$ cat src/rtl/writeback_arbiter.sv
`default_nettype none
// ============================================================================
// writeback_arbiter : merges the in-order pipeline result with long-latency
//                     ext channels into one registered register-file write.
// Revision 1.0
// ============================================================================
module writeback_arbiter #(
    parameter int DATA_WIDTH     = 32,
    parameter int REG_ADDR_WIDTH = 5,
    parameter int NUM_EXT        = 2,
    parameter int STARVE_LIMIT   = 4
) (
    input  logic                               clk,
    input  logic                               rst,
    input  logic                               pipe_valid_i,
    input  logic [REG_ADDR_WIDTH-1:0]          pipe_rd_i,
    input  logic [1:0]                         pipe_result_src_i,
    input  logic [DATA_WIDTH-1:0]              pipe_alu_result_i,
    input  logic [DATA_WIDTH-1:0]              pipe_mem_data_i,
    input  logic [DATA_WIDTH-1:0]              pipe_pc_plus_4_i,
    input  logic [2:0]                         pipe_load_fmt_i,
    input  logic [$clog2(DATA_WIDTH/8)-1:0]    pipe_byte_off_i,
    input  logic [NUM_EXT-1:0]                 ext_valid_i,
    output logic [NUM_EXT-1:0]                 ext_ready_o,
    input  logic [NUM_EXT*REG_ADDR_WIDTH-1:0]  ext_rd_i,
    input  logic [NUM_EXT*DATA_WIDTH-1:0]      ext_data_i,
    output logic                               stall_req_o,
    output logic                               rf_we_o,
    output logic [REG_ADDR_WIDTH-1:0]          rf_rd_o,
    output logic [DATA_WIDTH-1:0]              rf_wdata_o
);

    localparam int OFF_W = $clog2(DATA_WIDTH/8);
    localparam int PTR_W = (NUM_EXT > 1) ? $clog2(NUM_EXT) : 1;
    localparam int CNT_W = $clog2(STARVE_LIMIT + 1);
    localparam logic [PTR_W-1:0] LAST_PTR = PTR_W'(NUM_EXT - 1);

    logic                      pipe_used;
    logic [DATA_WIDTH-1:0]     pipe_data;
    logic [DATA_WIDTH-1:0]     load_data;
    logic [OFF_W-1:0]          off_h;
    logic [OFF_W-1:0]          off_w;
    logic [DATA_WIDTH-1:0]     sh_b;
    logic [DATA_WIDTH-1:0]     sh_h;
    logic [DATA_WIDTH-1:0]     sh_w;

    logic                      hi_found;
    logic                      lo_found;
    logic [PTR_W-1:0]          hi_idx;
    logic [PTR_W-1:0]          lo_idx;
    logic                      grant_found;
    logic [PTR_W-1:0]          grant_idx;
    logic                      ext_xfer;
    logic [REG_ADDR_WIDTH-1:0] ext_sel_rd;
    logic [DATA_WIDTH-1:0]     ext_sel_data;

    logic [PTR_W-1:0]          rr_ptr_q;
    logic [PTR_W-1:0]          rr_ptr_d;
    logic                      rf_we_q;
    logic                      rf_we_d;
    logic [REG_ADDR_WIDTH-1:0] rf_rd_q;
    logic [REG_ADDR_WIDTH-1:0] rf_rd_d;
    logic [DATA_WIDTH-1:0]     rf_wdata_q;
    logic [DATA_WIDTH-1:0]     rf_wdata_d;
    logic [NUM_EXT-1:0]        starved;

    assign pipe_used = pipe_valid_i && (pipe_rd_i != '0);

    // Offset bits below the access size are dropped so every access is aligned.
    always_comb begin
        off_h = pipe_byte_off_i & ~OFF_W'(1);
        off_w = pipe_byte_off_i & ~OFF_W'(3);
        sh_b  = pipe_mem_data_i >> {pipe_byte_off_i, 3'b000};
        sh_h  = pipe_mem_data_i >> {off_h, 3'b000};
        sh_w  = pipe_mem_data_i >> {off_w, 3'b000};
        case (pipe_load_fmt_i)
            3'b000:  load_data = DATA_WIDTH'($signed(sh_b[7:0]));
            3'b001:  load_data = DATA_WIDTH'($signed(sh_h[15:0]));
            3'b010:  load_data = DATA_WIDTH'($signed(sh_w[31:0]));
            3'b100:  load_data = DATA_WIDTH'(sh_b[7:0]);
            3'b101:  load_data = DATA_WIDTH'(sh_h[15:0]);
            3'b110:  load_data = DATA_WIDTH'(sh_w[31:0]);
            default: load_data = pipe_mem_data_i;
        endcase
    end

    always_comb begin
        case (pipe_result_src_i)
            2'b00:   pipe_data = pipe_alu_result_i;
            2'b01:   pipe_data = load_data;
            2'b10:   pipe_data = pipe_pc_plus_4_i;
            default: pipe_data = '0;
        endcase
    end

    // Round-robin: lowest valid index at/above rr_ptr, else lowest valid below it.
    always_comb begin
        hi_found = 1'b0;
        lo_found = 1'b0;
        hi_idx   = '0;
        lo_idx   = '0;
        for (int k = NUM_EXT - 1; k >= 0; k--) begin
            if (ext_valid_i[k]) begin
                if (k >= int'(rr_ptr_q)) begin
                    hi_found = 1'b1;
                    hi_idx   = PTR_W'(k);
                end else begin
                    lo_found = 1'b1;
                    lo_idx   = PTR_W'(k);
                end
            end
        end
        grant_found = hi_found | lo_found;
        grant_idx   = hi_found ? hi_idx : lo_idx;
    end

    assign ext_xfer = grant_found && !pipe_used;

    always_comb begin
        ext_ready_o  = '0;
        ext_sel_rd   = '0;
        ext_sel_data = '0;
        for (int k = 0; k < NUM_EXT; k++) begin
            if (grant_idx == PTR_W'(k)) begin
                ext_sel_rd     = ext_rd_i[k*REG_ADDR_WIDTH +: REG_ADDR_WIDTH];
                ext_sel_data   = ext_data_i[k*DATA_WIDTH +: DATA_WIDTH];
                ext_ready_o[k] = ext_xfer;
            end
        end
    end

    always_comb begin
        rf_we_d    = 1'b0;
        rf_rd_d    = rf_rd_q;
        rf_wdata_d = rf_wdata_q;
        rr_ptr_d   = rr_ptr_q;
        if (pipe_used) begin
            rf_we_d    = 1'b1;
            rf_rd_d    = pipe_rd_i;
            rf_wdata_d = pipe_data;
        end else if (ext_xfer) begin
            rr_ptr_d = (grant_idx == LAST_PTR) ? '0 : grant_idx + PTR_W'(1);
            // A transfer to x0 still consumes the slot but never writes.
            if (ext_sel_rd != '0) begin
                rf_we_d    = 1'b1;
                rf_rd_d    = ext_sel_rd;
                rf_wdata_d = ext_sel_data;
            end
        end
    end

    always_ff @(posedge clk or posedge rst) begin
        if (rst) begin
            rr_ptr_q   <= '0;
            rf_we_q    <= 1'b0;
            rf_rd_q    <= '0;
            rf_wdata_q <= '0;
        end else begin
            rr_ptr_q   <= rr_ptr_d;
            rf_we_q    <= rf_we_d;
            rf_rd_q    <= rf_rd_d;
            rf_wdata_q <= rf_wdata_d;
        end
    end

    for (genvar k = 0; k < NUM_EXT; k++) begin : g_starve
        logic [CNT_W-1:0] cnt_q;
        logic [CNT_W-1:0] cnt_d;

        always_comb begin
            cnt_d = '0;
            if (ext_valid_i[k] && !ext_ready_o[k]) begin
                cnt_d = (cnt_q == CNT_W'(STARVE_LIMIT)) ? cnt_q : cnt_q + CNT_W'(1);
            end
        end

        always_ff @(posedge clk or posedge rst) begin
            if (rst) begin
                cnt_q <= '0;
            end else begin
                cnt_q <= cnt_d;
            end
        end

        assign starved[k] = (cnt_q == CNT_W'(STARVE_LIMIT));
    end

    assign stall_req_o = |starved;
    assign rf_we_o     = rf_we_q;
    assign rf_rd_o     = rf_rd_q;
    assign rf_wdata_o  = rf_wdata_q;

endmodule
`default_nettype wire

$ cat config.mk
export PLATFORM = sky130hd
export DESIGN_NAME = writeback_arbiter
export DESIGN_NICKNAME = d
export VERILOG_FILES = /design/src/rtl/writeback_arbiter.sv
export SDC_FILE = /design/constraint.sdc
export NUM_CORES = 1
export LEC_CHECK = 0
export BUFFER_PORTS_ARGS = -buffer_cell sky130_fd_sc_hd__buf_2
export CAP_MARGIN = 20
export CORE_MARGIN = 1
export CORE_UTILIZATION = 37
export DETAILED_ROUTE_END_ITERATION = 8
export GPL_ROUTABILITY_DRIVEN = 0
export PLACE_DENSITY = 0.74
export SLEW_MARGIN = 10
export SYNTH_ARGS = -nofsm -noshare
export SYNTH_HDL_FRONTEND = slang
export SYNTH_SLANG_ARGS = --single-unit
$ cat constraint.sdc
create_clock -name clk -period 3.76 [get_ports clk]
set_input_delay 0.188 -clock clk [delete_from_list [all_inputs] [get_ports clk]]
set_output_delay 0.188 -clock clk [all_outputs]
set_load 0.02 [all_outputs]
==> results of run 1 <==
==> cell usage after synthesis (2+ instances only) <==
cell type,number
dfrtp_1,45
o211ai_1,7
a311oi_1,3
mux2_2,57
a221oi_1,2
nor2b_1,7
mux2i_1,49
a221o_1,9
a211o_1,5
o21ai_1,9
a21oi_1,6
o311a_1,5
nand3_1,7
nand2_1,25
or4_1,2
o22ai_1,3
nor4_1,2
a22oi_1,16
ha_1,4
o221ai_1,5
inv_1,17
buf_2,9
xnor2_1,2
buf_6,2
clkbuf_1,21
o21ai_0,16
nor3_1,13
nand2b_1,27
nor2_1,18
==> kinds of logic (layout without fill, tap and decap cells) <==
logic type,Yosys count,in the layout,synth area share (%)
buffers and inverters,49,259,5.56
adder cells (fa/ha/maj),4,4,1.32
AO/OA/AOI/OAI,93,93,18.5
AND/OR/NAND/NOR,103,103,13.6
flip-flops,45,45,29.8
XOR/XNOR,2,2,0.463
multiplexers,108,108,30.8
==> per-layer routing <==
| layer | wire, µm | global-route usage (%) | up-vias |
|---|---|---|---|
| li1 | - | - | 1909 |
| met1 | 5380 | 28.7 | 1885 |
| met2 | 6390 | 40.7 | 172 |
| met3 | 773 | 4.00 | 10 |
| met4 | 130 | 5.42 | 0 |
| met5 | 0 | 0 | - |
==> power by group through the flow <==
stage	sequential, µW	combinational (µW)	clock, µW
6_report	592	645	444
5_1_grt	600	700	478
4_1_cts	592	645	456
3_5_place_dp	600	644	0
3_3_place_gp	599	626	0
2_1_floorplan	670	324	0
==> per-stage QoR <==
step | setup WS [ns] | power, µW | utilization (%) | hold slack [ns] | instance area (µm²)
global placement | 1.41 | 1230 | 50.9 | 0.424 | 5000
global route | 1.11 | 1780 | 52.7 | 0.113 | 5180
detailed placement | 1.30 | 1240 | 50.9 | 0.429 | 5000
floorplan | 1.95 | 994 | - | 0.292 | 3780
CTS | 1.29 | 1690 | 52.3 | 0.112 | 5140
finish | 1.27 | 1680 | 52.7 | 0.119 | 5180
==> final timing paths <==
path / to / slack [ns] / depth (start not counted)
max: rf_wdata_o[10] / 1.27 / 6
min: rf_rd_o[4] / 0.12 / 3
max reg2reg: rf_wdata_o[10] / 1.27 / 6
min reg2reg: rf_wdata_o[2] / 0.55 / 1
max in group asynchronous: rf_wdata_o[24] / 2.80 / 4
min in group asynchronous: rr_ptr_q / 0.46 / 3
==> sequential cells by signal, indices dropped and copies added, names as in the netlist <==
name	count
rf_we_o	1
rf_rd_o	5
g_starve.cnt_q	6
rf_wdata_o	32
rr_ptr_q	1
==> timing repair <==
action	CTS	global route
hold buffers	0	1
hold endpoints to repair	0	20
setup buffers	0	0
==> worst max-delay path: cells and delay by family (launching register included) <==
| family | cells | cell delay, ns |
|---|---|---|
| mux | 1 | 0.26 |
| compound gates | 3 | 0.92 |
| buf+inv | 2 | 0.69 |
| flops | 1 | 0.44 |
==> cell type report <==
class	count	area (µm²)
clock inverter	3	68.8
tap	133	166
inverter	17	63.8
multi-input combinational	310	2470
sequential	45	1130
clock buffer	5	68.8
timing repair buffer	234	1210
fill	979	4640
==> results.md, run 1 <==
* Status: finished clean
* Unrepaired setup endpoints after global routing: no
* Sw Share at 33.8%
* Count of different cell masters after synthesis at 40
* Die X at 103 µm
* Layout cells sized above 1 at 50.0%
* Leading area contributor after synthesis: dfrtp_1
* H-tree depth at 2
* Max Clock Freq at 402 MHz
* Ranking of synthesized cells by area: dfrtp_1 30%, mux2_2 17%, mux2i_1 13%, nand2b_1 4.5%, a22oi_1 3.2%
* Cell area after synthesis at 3780 µm²
* Mapped Cells at 404
* Max Cap Viol at 0
* Combinational Power Share at a little under two fifths
* Final min period at 2.49 ns
* Slew headroom at 26.3%
* Clock group share of total power at 26.4%
* Layout area overhead at 36.9%
* ANT nets after route at 0
* WL final at ~13000 µm
* Vias in the first global route at about 3700
* Worst-path clk slew at roughly 0.09 ns
* Setup violators final at 0
* Syn Nets at around 600
* Aggregate negative setup slack at 0 ns
* Area share of the largest cell type after synthesis at 29.8%
* Sequential share of power at 35.2%
* Worst hold start: pipe_rd_i[4]
* CP max stage cell: o21ai_4
* Clock latency on the worst-skew pair at 0.30 ns
* Required time of the worst setup path at 3.93 ns
* Synth Register Bits at 45
* Startpoint types: flip-flop
* FP Rows at 36
* Num CTS Buffers at 5
* Fraction of registers with async set/reset at 100%
* Setup crit start: rr_ptr_q
* HP Class: input pin to flip-flop
* Initial core utilization at 38.5%
* RR Startpoint: rr_ptr_q
* Clock Skew at 0.00546 ns
* Max FO, Critical Path at 26
* Area of the die at 10600 µm²
* Pwr Density at 325 nW/µm²
* Commonest non-fill, non-tap cells in the layout: 227 x buf_2, 57 x mux2_2, 49 x mux2i_1
* Post-synth EDFFs at 0
* Pin count of the biggest net entering global routing at 46
* Via-to-Cell Ratio at 5.32
* Initial antenna violation count at 0
* DRT iter0 DRCs at 132
* Ant diodes at 0
* # clock sinks at 45
* First-pass GRT wire length at approximately 18000 µm
* Max VDD drop at 0.000223 V
* Grt ovf at 0
* Core region area at 9820 µm²
* Sequential share of the synthesized area at 29.8%
* Synth Warn # at 0
* Setup CP Type: flip-flop to flip-flop
* WP data arrival at 2.66 ns
* GR Util All Layers at between 20% and 30%
* Post-CTS sizing at 0
* Deepest clock path buffer count at 2
* Via count at 3976
* Die Height at 103 µm
* Drt wl/cell at 17.0 µm
* Leak at 0.00260 µW
* DRT Pass-1 Iters at 4
* Layout Cells excl Fill at 747
* Commonest non-fill, non-tap cell in the layout: buf_2
* P_int at 1110 µW
* Syn Area/Cell at about 9.4 µm²
* Final Max Tran Viols at 0
* Worst-Margin Slew at 1.10 ns
* Worst path cell trace: o21ai_4, buf_4, o21ai_4, buf_4, mux2i_1, o211ai_1
* Dpl cells at 737
* Nets at 804
* Clk root buf: clkbuf_8
* Crit. End Element: flip-flop
* Fin. Hold Viols at 0
* Residual DRC at 0
* NetSw at 568 µW
* Port buffer count at 227
* Crit share post-route at 66.2%
* # IOs at 228
* TritonCTS clock tree: done
* Synth Flop Type: dfrtp_1
* Max incr delay on CP at 0.73 ns
* Post-DP HPWL at approximately 10000 µm
Power figures use the tool's default switching activity.
==> run 2: changes to the inputs <==
--- a/config.mk
+++ b/config.mk
@@ -11,7 +11,7 @@
 export CORE_UTILIZATION = 37
 export DETAILED_ROUTE_END_ITERATION = 8
 export GPL_ROUTABILITY_DRIVEN = 0
-export PLACE_DENSITY = 0.74
+export PLACE_DENSITY = 0.77
 export SLEW_MARGIN = 10
 export SYNTH_ARGS = -nofsm -noshare
 export SYNTH_HDL_FRONTEND = slang
==> constraint.sdc (replaced) <==
create_clock -name clk -period 2.2 [get_ports clk]
set_input_delay 0.11 -clock clk [delete_from_list [all_inputs] [get_ports clk]]
set_output_delay 0.11 -clock clk [all_outputs]
set_load 0.02 [all_outputs]
==> results.md, run 2 (synthesis gave the netlist of run 1 again) <==
* Worst-Margin Slew at 1.00 ns
* Setup CP Type: flip-flop to output pin
* R2R setup slack at around 0.33 ns
* WL final at 13300 µm
* Startpoint types: flip-flop
* WHS at 0.0348 ns
* Residual DRC at 0
* Pin count of the biggest net entering global routing at 46
* Final min period at 1.89 ns
* Num CTS Buffers at 5
* PnR worst setup slack at 0.309 ns
* Worst path cell trace: o21ai_4, buf_4, nand2_1, nor2_1, buf_2
* Max Clock Freq at about 530 MHz
* Clock Skew at 0.00435 ns
* DRT iter0 DRCs at between 100 and 150
* Grt ovf at 0
* Max Cap Viol at 0
* FP Rows at 36
* Worst Setup EP: ext_ready_o[0]
* Layout area overhead at 36.9%
* Initial antenna violation count at 1
* Crit. End Element: output pin
* First-pass GRT wire length at 19400 µm
* Worst-path clk slew at 0.09 ns
* Fin. Hold Viols at 0
* Max VDD drop at 0.000277 V
* Required time of the worst setup path at about 2.1 ns
* Max incr delay on CP at 0.44 ns
* Max reg flops at 32
* Dpl ws at 0.118 ns
* Via count at 4015
* DRT Pass-1 Iters at 4
* Nets at slightly above 800
* HP Class: input pin to flip-flop
* Pwr Total at about 2600 µW
* Clk root buf: clkbuf_8
* Initial core utilization at about two fifths
* Layout cells sized above 1 at 50.4%
* Crit share post-route at 86.0%
* Via-to-Cell Ratio at between 5 and 6
* Final Max Tran Viols at 0
* WP data arrival at 1.78 ns
* Slew headroom at 33.1%
* H-tree depth at 2
* Setup violators final at 0
* Port buffer count at 227
* GR Util All Layers at 24.2%
* CP max stage cell: dfrtp_1
* R2r worst-path depth at 4
* Vias in the first global route at around 4000
* Postcts setup bufs at 0
* Status: finished clean
* # clock sinks at 45
* Commonest non-fill, non-tap cell in the layout: buf_2
* Unrepaired setup endpoints after global routing: no
* Core region area at 9820 µm²
* Commonest non-fill, non-tap cells in the layout: 227 x buf_2, 57 x mux2_2, 49 x mux2i_1
* Clock latency on the worst-skew pair at 0.30 ns
* Post-DP HPWL at 10600 µm
* Deepest clock path buffer count at 2
* Max FO, Critical Path at 21
* Aggregate negative setup slack at 0 ns
* RR Startpoint: rr_ptr_q
* ANT nets after route at 0
* Ant diodes at 0
* Setup crit start: rr_ptr_q
* Critical R2R Capture: rf_wdata_o[15]
* Leak at 0.00261 µW
* TritonCTS clock tree: done
* Drt wl/cell at about 18 µm
* Pwr Density at 512 nW/µm²
* Die X at 103 µm
* # IOs at 228
* Area of the die at approximately 11000 µm²
* Die Height at 103 µm
[run 2: stage by stage]
stage / utilization, % / std cells / area (µm²)
after floorplan: - / 404 / 3780
after global placement: 51.4 / 743 / 5050
after detailed placement: 51.4 / 743 / 5050
after CTS: 52.2 / 751 / 5130
after global routing: 52.7 / 754 / 5180
final: 52.7 / 754 / 5180
[run 2: cell type report]
class | count | area (µm²)
fill | 959 | 4640
multi-input combinational | 310 | 2470
timing repair buffer | 241 | 1270
sequential | 45 | 1130
tap | 133 | 166
clock buffer | 6 | 72.6
inverter | 17 | 63.8
clock inverter | 2 | 10.0
[run 2: worst min-delay path by stage]
stage / start / end / cells past startpoint
finish: pipe_rd_i[4] / rf_rd_o[4] / 3
global route: pipe_rd_i[3] / rf_rd_o[3] / 3
CTS: pipe_rd_i[4] / rf_rd_o[4] / 3
detailed placement: pipe_rd_i[4] / rf_rd_o[4] / 3
global placement: pipe_rd_i[4] / rf_rd_o[4] / 3
floorplan: ext_valid_i[1] / rr_ptr_q / 1
[run 2: timing repair]
item                      4_1_cts  5_1_grt
gates resized for setup         0        0
hold endpoints to repair        0       21
hold buffers                    0        1
[run 2: report_power, final]
group | switching [µW] | internal [µW] | leakage [µW]
combinational | 609 | 514 | 0.00201
clock | 296 | 221 | 0.0000450
sequential | 69.5 | 940 | 0.000552
total | 974 | 1680 | 0.00261
[run 2: critical path, delay by kind of cell (launching register included)]
family / cells / cell delay (ns)
flip-flops: 1 / 0.44
buffers and inverters: 2 / 0.54
AND/OR/NAND/NOR: 2 / 0.22
AO/OA/AOI/OAI: 1 / 0.28
[run 2: per-layer routing]
metal / GRT usage (%) / up-vias / routed length (µm)
li1: - / 1922 / -
met1: 27.2 / 1904 / 5380
met2: 45.8 / 172 / 6820
met3: 5.08 / 17 / 866
met4: 7.15 / 0 / 219
met5: 0 / - / 0
